$ cat src/rtl/idct_row_sched.sv
// Row-IDCT sequencer and 8x8 transpose buffer: loads 8 row results, then emits the block column by column.
// Optional statistics ports (blk_cnt, stall_cnt) are enabled by defining IDCT_ROW_SCHED_STATS_EN.
module idct_row_sched #(
  parameter int unsigned IN_W  = 8,
  parameter int unsigned RES_W = 9
) (
  input  logic                 clk,
  input  logic                 rst_n,
  input  logic                 flush,
  input  logic                 in_valid,
  output logic                 in_ready,
  input  logic [8*IN_W-1:0]    in_data,
  output logic [8*IN_W-1:0]    idct_in,
  input  logic [8*RES_W-1:0]   idct_res,
  output logic                 out_valid,
  input  logic                 out_ready,
  output logic [8*RES_W-1:0]   out_data,
  output logic                 out_last
`ifdef IDCT_ROW_SCHED_STATS_EN
  ,
  output logic [15:0]          blk_cnt,
  output logic [15:0]          stall_cnt
`endif
);

  localparam int unsigned N     = 8;
  localparam int unsigned ROW_W = N * RES_W;
  localparam int unsigned CNT_W = 3;

  typedef enum logic {
    LOAD  = 1'b0,
    DRAIN = 1'b1
  } state_e;

  state_e             state, state_nxt;
  logic [CNT_W-1:0]   row_cnt, row_nxt;
  logic [CNT_W-1:0]   col_cnt, col_nxt;
  logic [CNT_W-1:0]   col_sel;
  logic [ROW_W-1:0]   row_buf [N];
  logic [ROW_W-1:0]   src_row;
  logic [ROW_W-1:0]   col_word;
  logic               buf_we;
  logic               in_hs, out_hs;
  logic               in_ready_nxt, out_valid_nxt, out_last_nxt;
  logic [ROW_W-1:0]   out_data_nxt;

  function automatic logic [RES_W-1:0] elem(input logic [ROW_W-1:0] row,
                                            input logic [CNT_W-1:0] c);
    return row[(N - 1 - 32'(c)) * RES_W +: RES_W];
  endfunction

  // The row IDCT datapath is combinational; its operand is the raw input word.
  assign idct_in = in_data;
  assign in_hs   = in_valid & in_ready;
  assign out_hs  = out_valid & out_ready;

  // Next column word to present; on the final row the incoming result stands in for buf[7].
  always_comb begin
    col_sel  = (state == DRAIN) ? col_cnt + CNT_W'(1) : '0;
    col_word = '0;
    src_row  = '0;
    for (int unsigned r = 0; r < N; r++) begin
      src_row = row_buf[r];
      if (state == LOAD && r == N - 1) src_row = idct_res;
      col_word[(N - 1 - r) * RES_W +: RES_W] = elem(src_row, col_sel);
    end
  end

  always_comb begin
    state_nxt     = state;
    row_nxt       = row_cnt;
    col_nxt       = col_cnt;
    buf_we        = 1'b0;
    in_ready_nxt  = in_ready;
    out_valid_nxt = out_valid;
    out_last_nxt  = out_last;
    out_data_nxt  = out_data;
    if (flush) begin
      state_nxt     = LOAD;
      row_nxt       = '0;
      col_nxt       = '0;
      in_ready_nxt  = 1'b1;
      out_valid_nxt = 1'b0;
      out_last_nxt  = 1'b0;
      out_data_nxt  = '0;
    end else begin
      case (state)
        LOAD: begin
          if (in_hs) begin
            buf_we  = 1'b1;
            row_nxt = row_cnt + CNT_W'(1);
            if (row_cnt == CNT_W'(N - 1)) begin
              state_nxt     = DRAIN;
              in_ready_nxt  = 1'b0;
              out_valid_nxt = 1'b1;
              out_last_nxt  = 1'b0;
              out_data_nxt  = col_word;
            end
          end
        end
        DRAIN: begin
          if (out_hs) begin
            col_nxt = col_cnt + CNT_W'(1);
            if (col_cnt == CNT_W'(N - 1)) begin
              state_nxt     = LOAD;
              in_ready_nxt  = 1'b1;
              out_valid_nxt = 1'b0;
              out_last_nxt  = 1'b0;
              out_data_nxt  = '0;
            end else begin
              out_data_nxt = col_word;
              out_last_nxt = (col_nxt == CNT_W'(N - 1));
            end
          end
        end
        default: state_nxt = LOAD;
      endcase
    end
  end

  always_ff @(posedge clk or negedge rst_n) begin
    if (!rst_n) begin
      state     <= LOAD;
      row_cnt   <= '0;
      col_cnt   <= '0;
      in_ready  <= 1'b1;
      out_valid <= 1'b0;
      out_last  <= 1'b0;
      out_data  <= '0;
    end else begin
      state     <= state_nxt;
      row_cnt   <= row_nxt;
      col_cnt   <= col_nxt;
      in_ready  <= in_ready_nxt;
      out_valid <= out_valid_nxt;
      out_last  <= out_last_nxt;
      out_data  <= out_data_nxt;
    end
  end

  // Transpose storage; contents are don't-care after reset, so no reset term.
  always_ff @(posedge clk) begin
    if (buf_we) row_buf[row_cnt] <= idct_res;
  end

`ifdef IDCT_ROW_SCHED_STATS_EN
  // Statistics survive flush; a flushed column-7 handshake is not a completed block.
  always_ff @(posedge clk or negedge rst_n) begin
    if (!rst_n) begin
      blk_cnt   <= '0;
      stall_cnt <= '0;
    end else begin
      if (!flush && out_hs && col_cnt == CNT_W'(N - 1)) blk_cnt <= blk_cnt + 16'd1;
      if (state == DRAIN && !out_ready) stall_cnt <= stall_cnt + 16'd1;
    end
  end
`endif

endmodule
$ cat config.mk
export PLATFORM = sky130hd
export DESIGN_NAME = idct_row_sched
export DESIGN_NICKNAME = d
export VERILOG_FILES = /design/src/rtl/idct_row_sched.sv
export SDC_FILE = /design/constraint.sdc
export NUM_CORES = 1
export LEC_CHECK = 0
export BUFFER_PORTS_ARGS = -buffer_cell sky130_fd_sc_hd__buf_2
export CORE_ASPECT_RATIO = 0.9
export CORE_UTILIZATION = 39
export CTS_BUF_LIST = sky130_fd_sc_hd__clkbuf_16
export CTS_CLUSTER_SIZE = 8
export DETAILED_ROUTE_END_ITERATION = 10
export SLEW_MARGIN = 20
export SYNTH_ARGS = -nofsm -noshare
export SYNTH_HDL_FRONTEND = slang
export SYNTH_SLANG_ARGS = --single-unit
export TNS_END_PERCENT = 10
$ cat constraint.sdc
create_clock -name clk -period 11.1 [get_ports clk]
set_input_delay 1.665 -clock clk [delete_from_list [all_inputs] [get_ports clk]]
set_output_delay 1.665 -clock clk [all_outputs]
set_load 0.02 [all_outputs]
After elaboration in Yosys (flattened, before gate mapping):

Memories as Yosys holds them, arrays and structs flattened.
Cells that the tools add are included.

* output and inout bits: 139
* memories: 1
* input port bits: 141
* register bits after elaboration: 82
* RAM bits: 576

Memories
* row_buf: words 8, width 72, rd ports 8, clocked after Yosys merged registers in 0, wr ports 1, line 39 `logic [ROW_W-1:0] row_buf [N];`

* multiply operators: 1
* reductions and logical operators: 7
* shift operators: 8
* muxes and demuxes: 41
* equal/unequal tests: 8
* $add $sub $neg: 3
* bitwise gates (word level): 3

Operator list (number)
* variable part select 72 x 33 -> 9 bit: 8
* 2-to-1 mux 72 bit: 6
* one-hot mux 72 bit (2 select lines): 1
* 2-to-1 mux 1 bit: 23
* 2-to-1 mux 3 bit: 7
* == test 3 bit (second input constant): 3
* multiplier 4 x 5 -> 9 bit (second input constant): 1
* inequality test 3 x 2 -> 1 bit (second input constant): 3
* one-hot mux 1 bit (2 select lines): 4
* adder 3 x 1 -> 3 bit (second input constant): 2
* nonzero test 2 bit: 3
* AND reduction 2 bit: 2
* AND reduction 4 bit: 1
* subtractor 3 x 3 -> 4 bit (first input constant): 1
* inequality test 3 bit (second input constant): 1
* AND reduction 3 bit: 1
* bitwise AND 1 bit: 2
* inequality test 2 bit (second input constant): 1
* inverter 1 bit: 1

Depth between registers and ports, before layout:

Gate-level depths: netlist (run 1).

* depth in word-level cells: 9
* mapped depth: 15
* mapped depth without buffers: 8

Least setup slack after synthesis (run 1):

Ideal clock, no wire load.

* path type: input-to-reg
* from: in flush
* to: mem row_buf[0][0] (netlist bit), enable pin
* setup slack: 3524 ps
* buffers on the path: 0
* arrival: 6985 ps
* library setup time: 591 ps
* stages: 3
* cell sequence: and4bb_2 > nand2b_1 > nor3_1

* cells in the longest elaborated chain, start to end: 3

Ends and longest elaborated chain
* start, declared: line 9 `input logic flush,`
* 2-to-1 mux 1 bit: line 78 `if (flush) begin`
* 2-to-1 mux 1 bit: line 143 `if (buf_we) row_buf[row_cnt] <= idct_res;`
* 2-to-1 mux 1 bit (not written as such): line 143
* end, declared: line 39

Every way passes these cells.

Worst setup path after layout (run 1):

* from: reg col_cnt[0]
* to: reg out_data[44]

* cells in the longest elaborated chain, start to end: 9
* elaborated cells between the ends (all ways): 12
* classes of those cells: add/sub: 2; mul: 1; eq/ne: 1; shift: 1; mux: 7

Ends and longest elaborated chain
* start, declared: line 37 `logic [CNT_W-1:0] col_cnt, col_nxt;`
* start signal, assigned: line 133 `col_cnt <= col_nxt;`
* adder 3 x 1 -> 3 bit: line 59 `col_sel = (state == DRAIN) ? col_cnt + CNT_W'(1) : '0;`
* 2-to-1 mux 3 bit: line 59
* subtractor 3 x 3 -> 4 bit: line 49 `return row[(N - 1 - 32'(c)) * RES_W +: RES_W];`
* multiplier 4 x 5 -> 9 bit: line 49
* variable part select 72 x 33 -> 9 bit: line 49
* 2-to-1 mux 72 bit (on tied branches): line 104, 92
* 2-to-1 mux 72 bit (on tied branches): line 102, 89
* one-hot mux 72 bit (2 select lines) *: line 87 `case (state)`
* 2-to-1 mux 72 bit *: line 78
* end signal, assigned: line 137 `out_data <= out_data_nxt;`
* end, declared: line 17 `output logic [8*RES_W-1:0] out_data,`

Mark *: on every way between the ends. The rest lies on a longest branch, timed or not. The select of a mux whose other input is x is not followed.
A chain may end at the register's enable or synchronous reset.

==> results.txt, run 1 <==
final hold violation count -> 0
Post-DP HPWL -> 68200 µm
Skew-Pair Late Insertion Delay -> 0.66 ns
cts hold-fix bufs -> 0
Die Wd -> 285 µm
logic gate share of total power -> 3.3%
count of input and output buffers -> 151
Hold Path Class -> reg -> reg
clock-pin slew of the registers on the worst-case setup and hold paths -> 0.06 ns
vias in the first global route -> 18203
initial core utilization -> 39.4%
CP Max Fanout -> 64
data required time of the worst path -> 11.69 ns
sw power -> 1230 µW
layout cells sized above 1 -> 19.0%
Post-DRT Antenna Nets -> 0
Root Driver -> clkbuf_16
pre-CTS setup slack -> 5.87 ns
largest family of logic cells by synthesized area -> compound AO/OA/AOI/OAI gates
status -> finished, final reports clean
post-synth cell types -> 80
Hold Path Sink -> out_data[10]
Via Count -> 18853
final wirelength -> 105000 µm
Post-Synth XOR/XNOR Area -> 0.0621%
Rows -> 93
worst slew pin tran -> 1.13 ns
worst setup margin -> 5.71 ns
post-CTS setup buffer count -> 0
reg2reg end -> out_data[44]
Die ar. -> 73400 µm²
gr busiest metal -> met2
core area -> 71600 µm²
post-synthesis compound-gate area fraction -> 12.8%
crit path time final -> 5.39 ns
CP Launch Type -> flop
multiplexer share of the synthesized area -> 8.75%
Hold Startpoint -> out_data[10]
Clk pwr share -> 46.4%
fmax -> 185 MHz
Final period util -> 48.6%
Power Internal -> 4290 µW
first-pass GRT wire length -> 146000 µm
GR Layer Usage met2 -> 42.2%
Async SR Flop Fraction -> 12.5%
Post-Syn Instances -> 1897
DR iter-0 viols -> 2652
clock buffer count from CTS -> 92
Slew Limit Fails -> 0
register share of total power -> 50.2%
post-synthesis adder-cell area fraction -> 0.222%
unrepaired setup endpoints after global routing -> false
Post-Syn Nets -> 2043
peak supply drop -> 0.124 mV
maximum number of pins on one net before global-route repair -> 79
IO Pins -> 280
WHS -> 0.472 ns
Routability Congestion -> 1.00
top_reg_cell synth -> edfxtp_1
flop-to-flop setup slack -> 5.71 ns
CP cell instances -> buf_4 > inv_2 > buf_4 > ha_4 > buf_4 > nand2b_1 > o21ai_0 > a2111oi_0 > a211oi_1 > o211ai_1 > nand2_1
Crit path largest cell delay -> 1.01 ns
synthesis-stage register bit count -> 658
NumNets Final -> 2127
Ant. Diodes -> 0
arrival time worst endpoint -> 5.98 ns
Vias/cell -> 6.27
Avg WL per Cell -> 35.0 µm
Residual DRC -> 0
global-route met1 utilization -> 39.6%
register area share after synthesis -> 68.6%
Sw Share -> 22.3%
Die Y-Extent -> 257 µm
Synth Area per Inst -> 14.9 µm²
simple-gate area share of the yosys netlist -> 4.77%
GR Overflow Total -> 0
max_cap viols -> 0
Area Growth Syn to Fin -> 13.3%
Pre-antenna DRT Iters -> 7
FF-to-FF path depth -> 11
PwrDens -> 173 nW/µm²
Hold Crit Depth -> 2
CTS tree -> built
number of flops mapped to enable cells by yosys -> 576
initial antenna violation count -> 10
# clock sinks -> 658
setup TNS -> 0 ns
reg-to-reg startpoint -> col_cnt[0]
Crit Path Class -> reg -> reg
gr usage total -> 28.5%
post-CTS sizing -> 0
Lkg Pwr -> 0.0110 µW
Synth warnings -> 0
Post-Syn Area -> 28200 µm²
Max Buffers Root-to-Sink -> 3
slowest cell on the critical path -> o21ai_0
CP Capture Type -> flop
worst rel slew slack -> 23.0%
Final Setup Violations -> 0
H-tree depth -> 3
skew final -> 0.0279 ns
GR Util met3 -> 7.54%
critical path's most frequent cell -> buf_4
cell usage after synthesis (20+ instances only):
cell	n	area share, %
clkbuf_1	42	0.56
buf_4	83	2.2
mux2_2	29	1.2
nand2_1	152	2.0
o211ai_1	20	0.53
mux4_2	38	3.0
a221oi_1	27	0.84
a22oi_1	24	0.64
edfxtp_1	576	61
o22ai_1	39	0.87
dfrtp_1	81	7.2
o221ai_1	36	1.1
mux2i_1	127	4.5
o21ai_0	110	2.0
a21oi_1	104	1.8
nor2_1	71	0.95
a211oi_1	23	0.61
buf_2	51	0.91
cells in the final DEF, fill, tap and decap left out, types with 4 or more instances in the layout:
cell type  netlist  layout
a32o_1          16      16
mux2_2          29      29
a32oi_1          5       5
o21ai_1          5       5
nor4_1           5       5
nor2_4           0       6
a21o_1           9       9
nor2_1          71      65
nor3_1          11       9
o31ai_1         10      10
a22oi_1         24      24
a211oi_1        23      22
a31oi_1         14      14
mux4_2          38      38
a221oi_1        27      27
a22o_1          18      18
buf_4           83      34
nand2_1        152     151
clkbuf_16        0      93
a21oi_1        104     104
edfxtp_1       576     576
o21ai_0        110     110
and3_1           4       4
nand3b_1         4       4
a211o_1          7       6
dfrtp_1         81      79
mux2i_1        127     127
nand3_1         12      12
o21a_1           6       6
nand2b_1         9       8
o221ai_1        36      36
a2111oi_0        4       4
a221o_1         18      18
nor2b_1          9       6
o22ai_1         39      39
and2_1          10       9
inv_1           11      83
buf_2           51     150
o211ai_1        20      20
per-stage QoR:
step,cell area [µm²],util [%],std cells,total power (µW)
2_1_floorplan,28200,-,1897,2920
3_3_place_gp,29300,40.9,2836,3000
3_5_place_dp,29300,40.9,2837,3000
4_1_cts,32000,44.7,3008,5550
5_1_grt,32000,44.7,3008,5650
6_report,32000,44.7,3008,5520
metal layers:
layer,wire [µm],up-vias,part of all wire [%]
li1,-,7641,-
met1,43400,9735,41
met2,46100,1186,44
met3,11000,283,10
met4,4630,8,4.4
met5,49,-,0.047
critical path: cells and delay by family (launching register included):
family / cells / cell delay [ns]
buffers and inverters: 4 / 1.74
and+or+nand+nor: 2 / 0.56
DFF: 1 / 0.84
adders and majority gates: 1 / 0.42
AOI/OAI and AO/OA: 4 / 1.69
worst max-delay path by stage:
stage / start / to / slack, ns / depth (start not counted)
detailed placement: col_cnt[0] / out_data[44] / 5.87 / 11
CTS: col_cnt[0] / out_data[44] / 5.83 / 11
finish: col_cnt[0] / out_data[44] / 5.71 / 11
floorplan: flush / row_buf[0][0] / 3.52 / 3
global route: col_cnt[0] / out_data[44] / 5.62 / 11
global placement: col_cnt[0] / out_data[44] / 5.90 / 11
cells by family after synthesis:
kind of cell	after synthesis
AOI/OAI and AO/OA	523
xor gates and xnor gates	2
adders and majority gates	5
buffers and inverters	211
DFF	658
muxes	195
and+or+nand+nor	303
power groups by stage:
stage | combinational, µW | sequential [µW] | clock [µW]
2_1_floorplan | 83.2 | 2830 | 0
3_3_place_gp | 181 | 2820 | 0
3_5_place_dp | 184 | 2820 | 0
4_1_cts | 185 | 2770 | 2590
5_1_grt | 194 | 2770 | 2690
6_report | 184 | 2770 | 2560
layout make-up:
type | count | area, µm²
clock buffers | 93 | 2330
clock inverters | 78 | 344
fillers | 6365 | 39600
inverters | 12 | 45.0
multi-input cells | 1028 | 7620
flip-flops and latches | 658 | 19400
well taps | 950 | 1190
repair buffers | 189 | 1080
registers in the layout, summed over array words and instances, names as in the netlist:
signal     flops
row_buf      576
out_data      72
col_cnt        3
row_cnt        3
in_ready       1
out_last       1
out_valid      1
state          1
(Power assumes the default switching activity.)
==> run 2, diff against run 1 <==
clock period = 5.5 ns   (was 11.1 ns; I/O delays follow)
==> run 2 against run 1 <==
- the flow now finishes with violations (DRC)
- die area did not move
- utilization rose by 0.35 points
- flip-flop and latch count did not move
- worst setup slack got worse by 3.9 ns
- first-iteration DRC count fell by 4.0%
- sequential share of layout area fell by 0.47 points
- final cell count rose by 0.86%
- clock-buffer cell count did not move
- via count rose by 0.36%
- clock skew rose by 0.0063 ns
- largest cell class unchanged
==> results.txt, run 2 (synthesis results as in run 1) <==
most common cell after layout, fill and taps aside -> edfxtp_1
Largest Register -> row_buf
FF-to-FF path depth -> 8
Root Driver -> clkbuf_16
Avg WL per Cell -> 34.6 µm
PwrDens -> 347 nW/µm²
Slew Limit Fails -> 0
CP Max Fanout -> 35
Via Count -> 18921
NumNets Final -> 2153
reg-to-reg startpoint -> col_cnt[0]
clock-pin slew of the registers on the worst-case setup and hold paths -> 0.05 ns
Final Setup Violations -> 0
core area -> 71600 µm²
initial antenna violation count -> 5
worst setup margin -> 1.84 ns
Final period util -> 66.5%
CP cell instances -> inv_2 > ha_4 > nor2b_4 > buf_4 > a222oi_1 > a221oi_1 > o221ai_1 > o221ai_1
# clock sinks -> 658
CP Launch Type -> flop
clock buffer count from CTS -> 92
Die Y-Extent -> 257 µm
commonest cells after routing, fill and taps aside -> 576 x edfxtp_1, 151 x nand2_1, 150 x buf_2, 127 x mux2i_1, 110 x o21ai_0
Post-DP HPWL -> 69900 µm
skew final -> 0.0342 ns
post-CTS setup buffer count -> 0
gr usage total -> 28.3%
fmax -> 273 MHz
initial core utilization -> 39.4%
Crit Path Class -> reg -> reg
failing checks -> DRC
pre-CTS setup slack -> 1.96 ns
Crit path largest cell delay -> 0.91 ns
Die ar. -> 73400 µm²
IO Pins -> 280
post-CTS sizing -> 0
Skew-Pair Late Insertion Delay -> 0.66 ns
reg2reg end -> out_data[26]
cts hold-fix bufs -> 0
flop-to-flop setup slack -> 1.84 ns
CTS tree -> built
crit path time final -> 3.66 ns
arrival time worst endpoint -> 4.21 ns
multi-input gate area in the final layout -> 7630 µm²
final hold violation count -> 0
Fill cells -> 6375
Hold Path Class -> in -> async
Vias/cell -> 6.24
Area Growth Syn to Fin -> 14.2%
unrepaired setup endpoints after global routing -> false
peak supply drop -> 0.231 mV
Residual DRC -> 4
Post-Layout Inst Area -> 32200 µm²
slowest cell on the critical path -> nor2b_4
worst rel slew slack -> 22.5%
Largest regs -> row_buf: 576 flops, out_data: 72 flops
maximum number of pins on one net before global-route repair -> 99
H-tree depth -> 3
status -> finished with violations
register area -> 19400 µm²
WP buf/inv -> 2
DR iter-0 viols -> 2546
Post-DP Area -> 29500 µm²
Pwr Total -> 11200 µW
Max Buffers Root-to-Sink -> 3
Lkg Pwr -> 0.0111 µW
max_cap viols -> 0
first-pass GRT wire length -> 145000 µm
Rows -> 93
setup TNS -> 0 ns
layout cells sized above 1 -> 20.2%
final wirelength -> 105000 µm
critical path's most frequent cell -> o221ai_1
count of input and output buffers -> 151
Post-DRT Antenna Nets -> 0
worst slew pin tran -> 1.16 ns
vias in the first global route -> 18167
CP Capture Type -> flop
Routability Congestion -> 1.01
max reg flops -> 576
Pre-antenna DRT Iters -> 9
GR Overflow Total -> 0
data required time of the worst path -> 6.05 ns
cell family with most CP delay -> compound AO/OA/AOI/OAI gates
Die Wd -> 285 µm
run 2: cell count changes in the layout (fill, tap and decap cells not counted), sizes merged:
cell and change:
inv -2, diode +2, buf +26
run 2: through the flow:
| stage | util (%) | hold WS, ns | cells |
|---|---|---|---|
| after floorplan | - | 0.487 | 1897 |
| after global placement | 41.2 | 0.463 | 2863 |
| after detailed placement | 41.2 | 0.462 | 2863 |
| after CTS | 45.0 | 0.239 | 3032 |
| after global routing | 45.0 | 0.249 | 3032 |
| final | 45.0 | 0.233 | 3034 |
run 2: area by class of cell:
| class | instances | share of cell area [%] |
|---|---|---|
| Multi-Input combinational cell | 1028 | 23.7 |
| Clock inverter | 76 | 1.15 |
| Inverter | 12 | 0.140 |
| Antenna cell | 2 | 0.0155 |
| Tap cell | 950 | 3.69 |
| Timing Repair Buffer | 215 | 4.01 |
| Sequential cell | 658 | 60.1 |
| Clock buffer | 93 | 7.22 |
run 2: worst register-to-register path: cells and delay by family, from the launching register on:
| family | cells | cell delay [ns] |
|---|---|---|
| simple gates | 1 | 0.96 |
| flops | 1 | 0.51 |
| compound gates | 4 | 1.18 |
| fa+ha+maj | 1 | 0.37 |
| buf+inv | 2 | 0.52 |
run 2: how the worst max path moves through the flow:
stage	start	to	cells past startpoint
floorplan	flush	row_buf[1][0]	3
global placement	flush	out_data[54]	9
detailed placement	flush	out_data[54]	9
CTS	col_cnt[0]	out_data[26]	8
global route	col_cnt[0]	out_data[26]	8
finish	col_cnt[0]	out_data[26]	8
run 2: report_power, final:
| part | total [µW] | leakage, µW | internal (µW) | switching, µW |
|---|---|---|---|---|
| clock network | 5220 | 0.00156 | 3040 | 2180 |
| logic | 377 | 0.00325 | 89.1 | 288 |
| registers | 5600 | 0.00629 | 5540 | 53.1 |
run 2: metal layers:
metal / wire length [µm] / GRT usage [%] / share of wire (%)
met4: 3740 / 10.0 / 3.6
met3: 11400 / 6.07 / 11
met5: 38 / 0 / 0.036
met2: 47000 / 42.6 / 45
met1: 42900 / 40.4 / 41
==> run 3, diff against run 2 <==
ABC_AREA = 1   (was not set)
clock period = 3.4 ns   (was 5.5 ns; I/O delays follow)
==> run 3 against run 2 <==
- the run now ends clean
- clock-buffer cell count did not move
- combinational power grew to 9.3 times the previous value
- power increased by 90%
- wire length increased by 24%
- utilization barely moved
- clock power increased by 61%
- design area increased by 8.8%
- maximum frequency up 14%
- largest cell class unchanged
- largest power group unchanged
- highest routed layer unchanged
==> results.txt, run 3 <==
fmax -> 310 MHz
layout cells sized above 1 -> 12.1%
synthesis-stage register bit count -> 658
post-synth cell types -> 49
GR Overflow Total -> 0
IO Pins -> 280
synth cell count leaders -> 898 x nand2_1, 576 x edfxtp_1, 527 x nand3_1
setup TNS -> 0 ns
slowest cell on the critical path -> dfrtp_2
NumNets Final -> 3287
Die ar. -> 79600 µm²
data required time of the worst path -> 3.97 ns
Synth warnings -> 0
initial core utilization -> 39.4%
Async SR Flop Fraction -> 12.5%
reg-to-reg startpoint -> col_cnt[0]
Layout Utilization -> 45.1%
Skew-Pair Late Insertion Delay -> 0.67 ns
worst slew pin tran -> 1.11 ns
Post-Layout Inst Area -> 35100 µm²
register area share after synthesis -> 63.2%
Area Growth Syn to Fin -> 14.5%
Largest Register -> row_buf
Post-DP HPWL -> 89400 µm
Avg WL per Cell -> 30.5 µm
final wirelength -> 130000 µm
Slew Limit Fails -> 0
unrepaired setup endpoints after global routing -> false
Crit path largest cell delay -> 0.48 ns
H-tree depth -> 3
most common cell after layout, fill and taps aside -> nand2_1
Final period util -> 94.8%
top_reg_cell synth -> edfxtp_1
area leader, netlist -> edfxtp_1
Yosys top cell area share -> 56.5%
CP Launch Type -> flop
Post-Syn Nets -> 3197
Vias/cell -> 5.98
Synth Area per Inst -> 10.0 µm²
core area -> 77800 µm²
Via Count -> 25501
Die Wd -> 297 µm
worst setup margin -> 0.177 ns
max_cap viols -> 0
Hold Path Class -> in -> reg
CP cell instances -> ha_1 > ha_1 > nand2_4 > inv_4 > buf_12 > buf_4 > a21oi_1 > o21ai_0 > nand3_1 > nand2_1
final hold violation count -> 0
PwrDens -> 607 nW/µm²
DR iter-0 viols -> 4293
vias in the first global route -> 23411
pre-CTS setup slack -> 0.348 ns
max reg flops -> 576
Post-DRT Antenna Nets -> 0
skew final -> 0.0393 ns
critical path's most frequent cell -> ha_1
Post-Syn Area -> 30600 µm²
CP Max Fanout -> 34
maximum number of pins on one net before global-route repair -> 80
CP Capture Type -> flop
most instantiated library cell after synthesis -> nand2_1
commonest cells after routing, fill and taps aside -> 896 x nand2_1, 576 x edfxtp_1, 527 x nand3_1, 224 x inv_1, 150 x buf_2
Post-Syn Instances -> 3051
count of input and output buffers -> 151
Post-DP Area -> 32400 µm²
synth top area cells -> edfxtp_1 56%, nand2_1 11%, nand3_1 8.6%
Die Y-Extent -> 268 µm
CTS tree -> built
clock-pin slew of the registers on the worst-case setup and hold paths -> 0.06 ns
Max Buffers Root-to-Sink -> 3
number of flops mapped to enable cells by yosys -> 576
# clock sinks -> 658
Residual DRC -> 0
initial antenna violation count -> 5
crit path time final -> 3.22 ns
Routability Congestion -> 1.05
clock buffer count from CTS -> 92
peak supply drop -> 0.352 mV
Final Setup Violations -> 0
Lkg Pwr -> 0.0142 µW
gr usage total -> 32.2%
status -> finished, final reports clean
Hold Startpoint -> idct_res[56]
Root Driver -> clkbuf_16
arrival time worst endpoint -> 3.80 ns
Crit. Startpoint -> col_cnt[0]
Rows -> 97
Largest regs -> row_buf: 576 flops, out_data: 72 flops
first-pass GRT wire length -> 181000 µm
Crit Path Class -> reg -> reg
Pre-antenna DRT Iters -> 7
worst rel slew slack -> 25.7%
post-CTS sizing -> 0
==> run 3: changes by cell type after synthesis, sizes merged, moves of 24 or more <==
cell / delta
nor2: +79
inv: +147
nand2: +748
o21ai: +32
buf: +79
a221oi: -24
o22ai: -27
mux4: -38
nand3: +515
mux2i: -127
a21oi: -35
mux2: -30
==> run 3: kinds of logic after synthesis <==
group / synth area share (%)
buffers and inverters: 7.23
adder cells (fa/ha/maj): 0.204
AND/OR/NAND/NOR: 22.2
flip-flops: 63.2
AO/OA/AOI/OAI: 7.21
==> run 3: area by class of cell <==
class | instances | area, µm²
Fill cell | 7457 | 42700
Sequential cell | 658 | 19400
Multi-Input combinational cell | 1962 | 9140
Clock buffer | 93 | 2330
Inverter | 168 | 638
Clock inverter | 79 | 337
Timing Repair Buffer | 259 | 1950
Tap cell | 1039 | 1300
Antenna cell | 4 | 10.0
==> run 3: final timing paths <==
kind | to | cells after the start | slack (ns)
hold / removal | row_buf[1][56] | 1 | 0.17
max in group asynchronous | out_data[30] | 3 | 1.99
setup / recovery | out_data[39] | 10 | 0.18
setup reg to reg | out_data[39] | 10 | 0.18
min in group asynchronous | out_data[7] | 2 | 0.50
hold reg to reg | out_data[6] | 2 | 0.47
==> run 3: report_power, final <==
group,internal (µW),switching [µW],total [µW]
Sequential,9130,252,9380
Clock,4900,3530,8430
Combinational,898,2590,3490
Total,14900,6370,21300
==> run 3: repair_timing <==
action	CTS	global route
hold endpoints to repair	44	0
buffers inserted	0	0
hold buffers	1	0
==> run 3: stage by stage <==
step	instances	hold WS, ns	power [µW]
after floorplan	3051	0.214	11400
final	4262	0.173	21300
after global routing	4258	0.161	21900
after global placement	4085	0.460	12900
after detailed placement	4085	0.460	12900
after CTS	4258	0.146	21200
==> run 3: routing by layer <==
metal	routed length (µm)	GRT usage, %	vias up	share of wire, %
li1	-	-	10765	-
met1	52300	45.5	12494	40
met2	56300	47.5	1951	43
met3	16400	8.55	283	13
met4	4960	11.8	8	3.8
met5	49	0	-	0.038
==> run 3: worst max-delay path: cells and delay by family (launching register included) <==
| family | cells | cell delay [ns] |
|---|---|---|
| buf+inv | 3 | 0.87 |
| fa+ha+maj | 2 | 0.77 |
| compound gates | 2 | 0.47 |
| simple gates | 3 | 0.50 |
| flops | 1 | 0.48 |
